`config.mk`:
```
export PLATFORM = sky130hd
export DESIGN_NAME = shift_seq_ctrl
export DESIGN_NICKNAME = d
export VERILOG_FILES = /design/src/rtl/shift_seq_ctrl.sv
export SDC_FILE = /design/constraint.sdc
export NUM_CORES = 1
export LEC_CHECK = 0
export BUFFER_PORTS_ARGS = -buffer_cell sky130_fd_sc_hd__buf_2
export CORE_AREA = 3 3 40 42
export CTS_CLUSTER_DIAMETER = 30
export DETAILED_ROUTE_END_ITERATION = 10
export DIE_AREA = 0 0 43 45
export GPL_TIMING_DRIVEN = 0
export PLACE_DENSITY = 0.73
export SLEW_MARGIN = 25
export SYNTH_ARGS = -nofsm -noshare
export SYNTH_HDL_FRONTEND = slang
export SYNTH_SLANG_ARGS = --single-unit
```
`constraint.sdc`:
```
create_clock -name clk -period 3.45 [get_ports clk]
set_input_delay 0.69 -clock clk [delete_from_list [all_inputs] [get_ports clk]]
set_output_delay 0.69 -clock clk [all_outputs]
set_load 0.1 [all_outputs]
```
`src/rtl/shift_seq_ctrl.sv`:
```
// Parallel-in/serial-out shift sequencer: accepts a word on a valid/ready handshake and shifts it out one bit per tick.
// Optional even-parity trailer bit is enabled by defining SHIFT_SEQ_PARITY_EN.
module shift_seq_ctrl #(
    parameter int WIDTH = 4,
    parameter int CNT_W = 3
) (
    input  logic             clk,
    input  logic             rst,
    input  logic             in_valid,
    output logic             in_ready,
    input  logic [WIDTH-1:0] in_data,
    input  logic             in_dir,
    input  logic             tick,
    input  logic             abort,
    output logic             sout,
    output logic             sout_valid,
    output logic             busy,
    output logic             done
);

    localparam logic [1:0] ST_IDLE   = 2'd0;
    localparam logic [1:0] ST_SHIFT  = 2'd1;
    localparam logic [1:0] ST_DONE   = 2'd2;
`ifdef SHIFT_SEQ_PARITY_EN
    localparam logic [1:0] ST_PARITY = 2'd3;
`endif

    localparam logic [CNT_W-1:0] LAST_BIT = CNT_W'(WIDTH - 1);

    logic [1:0]       state_r;
    logic [WIDTH-1:0] shreg_r;
    logic [CNT_W-1:0] bitcnt_r;
    logic             dir_r;
    logic             sout_r;
    logic             sout_valid_r;
    logic [1:0]       after_data_s;
`ifdef SHIFT_SEQ_PARITY_EN
    logic             par_r;

    function automatic logic even_parity(input logic [WIDTH-1:0] word);
        return ^word;
    endfunction
`endif

    // State that follows the last data bit.
    always_comb begin
`ifdef SHIFT_SEQ_PARITY_EN
        after_data_s = ST_PARITY;
`else
        after_data_s = ST_DONE;
`endif
    end

    // Frame sequencing: abort beats tick and handshake; the emitted bit comes from the end the shift moves toward.
    always_ff @(posedge clk) begin
        if (rst) begin
            state_r      <= ST_IDLE;
            shreg_r      <= {WIDTH{1'b0}};
            bitcnt_r     <= {CNT_W{1'b0}};
            dir_r        <= 1'b0;
            sout_r       <= 1'b0;
            sout_valid_r <= 1'b0;
`ifdef SHIFT_SEQ_PARITY_EN
            par_r        <= 1'b0;
`endif
        end else if (abort && (state_r != ST_IDLE)) begin
            state_r      <= ST_IDLE;
            sout_r       <= 1'b0;
            sout_valid_r <= 1'b0;
        end else begin
            case (state_r)
                ST_IDLE: begin
                    sout_valid_r <= 1'b0;
                    if (in_valid && !abort) begin
                        shreg_r  <= in_data;
                        dir_r    <= in_dir;
                        bitcnt_r <= {CNT_W{1'b0}};
`ifdef SHIFT_SEQ_PARITY_EN
                        par_r    <= even_parity(in_data);
`endif
                        state_r  <= ST_SHIFT;
                    end else begin
                        state_r  <= ST_IDLE;
                    end
                end
                ST_SHIFT: begin
                    if (tick) begin
                        sout_r       <= dir_r ? shreg_r[0] : shreg_r[WIDTH-1];
                        sout_valid_r <= 1'b1;
                        shreg_r      <= dir_r ? (shreg_r >> 1) : (shreg_r << 1);
                        bitcnt_r     <= bitcnt_r + CNT_W'(1);
                        if (bitcnt_r == LAST_BIT) begin
                            state_r <= after_data_s;
                        end else begin
                            state_r <= ST_SHIFT;
                        end
                    end else begin
                        sout_valid_r <= 1'b0;
                    end
                end
`ifdef SHIFT_SEQ_PARITY_EN
                ST_PARITY: begin
                    if (tick) begin
                        sout_r       <= par_r;
                        sout_valid_r <= 1'b1;
                        state_r      <= ST_DONE;
                    end else begin
                        sout_valid_r <= 1'b0;
                    end
                end
`endif
                ST_DONE: begin
                    sout_valid_r <= 1'b0;
                    state_r      <= ST_IDLE;
                end
                default: begin
                    sout_valid_r <= 1'b0;
                    state_r      <= ST_IDLE;
                end
            endcase
        end
    end

    assign in_ready   = (state_r == ST_IDLE);
    assign busy       = (state_r != ST_IDLE);
    assign done       = (state_r == ST_DONE);
    assign sout       = sout_r;
    assign sout_valid = sout_valid_r;

endmodule
```
==> metrics.cfg <==
[run_status]
status = finished, final reports clean

[detailed_routing]
top_layer_used = met4
initialDrtViolationCount = 4
via_per_inst = 5.873
wl_met1_um = 551
wl_per_cell_um = 13.16
met3WireLength_um = 85
drt_wl_total_um = 1342
met2_length_um = 688
drc = 0
antenna_left = 0
vias = 599
drtPass1Iterations = 4

[pwr]
p_seq_share_pct = 45.9
powerDensity_mw_per_mm2 = 434.5
vdd_drop_max_mv = 0.3129
totalPowerFinal_uw = 323.5
clkPwrFrac_pct = 34.4
comb_power_share_pct = 19.7
swShare_pct = 29.34
p_sw_uw = 94.89
p_int_uw = 228.6
leakagePower_uw = 0.0003009

[sta]
clock_skew_ns = 0.01082
tns_ns = 0
worst_slack_ns = 1.281
worstMarginPinSlew_ns = 0.4894
timing.fmax_ghz = 0.4611
slew_viol_final = 0
rsz0062_at_grt = no
fin_crit_sh_pct = 62.86
finalSetupViolations = 0
finalCriticalPeriod_ns = 2.169
final_hold_viol_count = 0
slew-limit-headroom_pct = 67.60

[placed_design]
gp_congestion = 0.7568
postPlaceCellArea_um2 = 708.2
dp_hpwl_um = 1022
place_ws_ns = 1.586
io_buffers = 14

[final_layout]
area_growth_pct = 20.20
final_area_um2 = 744.5
drive_gt1_share_pct = 27.59
layout_commonest_cell = buf_2
num_antenna_cells = 0
final_cell_mix = 18 x buf_2, 12 x dfxtp_1, 9 x a21oi_1
final_core_util_pct = 57.94
num-nets-final = 100
fillers = 140

[worst_setup_path]
cp-end-kind = output port
reg2reg_from = bitcnt_r[0]
worstPathMaxFanout = 10
regToRegEndpoint = bitcnt_r[2]
start_kind = flip-flop
crit_type = reg -> out
cp.arrival_ns = 1.48
cp.required_ns = 2.76
rr_worst_depth = 4
reg2reg_slack_ns = 1.93

[clocking]
hold_buffers = 0
cts_tree = yes
cts_root_buffer = clkbuf_4
worstSkewPairLatency_ns = 0.27
post_cts_buffers = 0
clockBufferDepth = 2
clk_pin_slew_ns = 0.08
cts_made_buffers = 3
cts_resized = 0
clock-sinks = 12
cts_max_level = 1

[die]
die_w_um = 43
dieHeight_um = 45
io_pins = 15
core-area_mm2 = 0.001285
rows = 13
start_util_pct = 48.20
design.die.area_mm2 = 0.001935

[hold_path]
hp-class = reg -> reg
hold_depth = 2
min_to = bitcnt_r[1]
hp-start = bitcnt_r[1]

[logic_synthesis]
syn_area_um2 = 619.3
synth.avg_cell_area_um2 = 8.976
ys_warn_count = 0
synthCells = 69
syn_nets = 81
ys_types = 26
ys_seq_area_share_pct = 38.79
synth_seq_cells = 12

[global_routing]
antenna_found_initial = 0
grt_pass1_wl_um = 2387
grt_max_degree = 11
grt_pass1_vias = 565
grt_usage_pct = 16.71
grt_overflow = 0

[flow_run]
maxCapViolations = 0

==> power groups by stage <==
stage	clock network, uW	registers [uW]	logic (uW)
after floorplan	0	156	42.7
after global placement	0	152	62.8
after detailed placement	0	152	63.9
after CTS	117	148	64.2
after global routing	124	150	69.8
final	111	149	63.8
==> synth_stat cells <==
master	instances	area [um^2]
dfxtp_1	12	240.2
a21oi_1	9	45.04
mux2i_1	5	50.05
nor2_1	5	18.77
o21ai_1	5	25.02
buf_2	4	20.02
a2111oi_0	3	26.28
nor3_1	3	15.01
a2111o_1	2	22.52
ha_1	2	25.02
nand2_1	2	7.510
nor2b_1	2	12.51
or4_1	2	15.01
a211oi_1	1	7.510
and3_1	1	6.260
and4b_1	1	10.01
clkbuf_1	1	3.750
inv_1	1	3.750
inv_2	1	3.750
mux2_1	1	11.26
nand2b_1	1	6.260
nand4_1	1	6.260
nor4_1	1	6.260
nor4b_2	1	15.01
nor4bb_1	1	10.01
or2_1	1	6.260
==> layout make-up <==
cell class,instances,area (um^2),share of cell area (%)
Sequential cell,12,240.2,32.27
Clock buffer,4,36.28,4.874
Buffer,5,23.77,3.193
Timing Repair Buffer,14,70.07,9.412
Tap cell,15,18.77,2.521
Inverter,2,7.507,1.008
Multi-Input combinational cell,50,347.8,46.72
==> metal layers <==
layer	vias up	track usage, %
met5	-	0
met4	0	7.831
met3	2	7.968
met2	11	29.34
met1	288	16.79
li1	298	-
==> worst max-delay path, stage by stage (launching register included) <==
cell	delay [ns]
dfxtp_1	0.38
buf_2	0.24
nor2_1	0.09
inv_2	0.07
buf_2	0.42
==> per-stage QoR <==
| step | hold slack [ns] | instances |
|---|---|---|
| 4_1_cts | 0.4865 | 102 |
| 3_3_place_gp | 0.4638 | 98 |
| 5_1_grt | 0.5136 | 102 |
| 3_5_place_dp | 0.4744 | 98 |
| 6_report | 0.4840 | 102 |
| 2_1_floorplan | 0.4545 | 69 |
==> state kept, by name, indices dropped and copies added, names as in the netlist <==
name,cells
bitcnt_r,3
dir_r,1
shreg_r,4
sout,1
sout_valid,1
state_r,2
==> how the worst max path moves through the flow <==
| stage | startpoint | end | slack (ns) |
|---|---|---|---|
| CTS | state_r[0] | busy | 1.27 |
| global placement | state_r[0] | busy | 1.60 |
| finish | state_r[0] | busy | 1.28 |
| global route | state_r[0] | busy | 1.18 |
| detailed placement | state_r[0] | busy | 1.59 |
| floorplan | state_r[0] | busy | 0.33 |
==> cell families (layout without fill, tap and decap cells) <==
| logic type | after synthesis | count (layout) | share of synthesized area [%] |
|---|---|---|---|
| adders and majority gates | 2 | 2 | 4.040 |
| buffers and inverters | 7 | 25 | 5.049 |
| AOI/OAI and AO/OA | 20 | 20 | 20.40 |
| muxes | 6 | 6 | 9.899 |
| and+or+nand+nor | 22 | 22 | 21.82 |
| DFF | 12 | 12 | 38.79 |
Power figures use the tool's default switching activity.
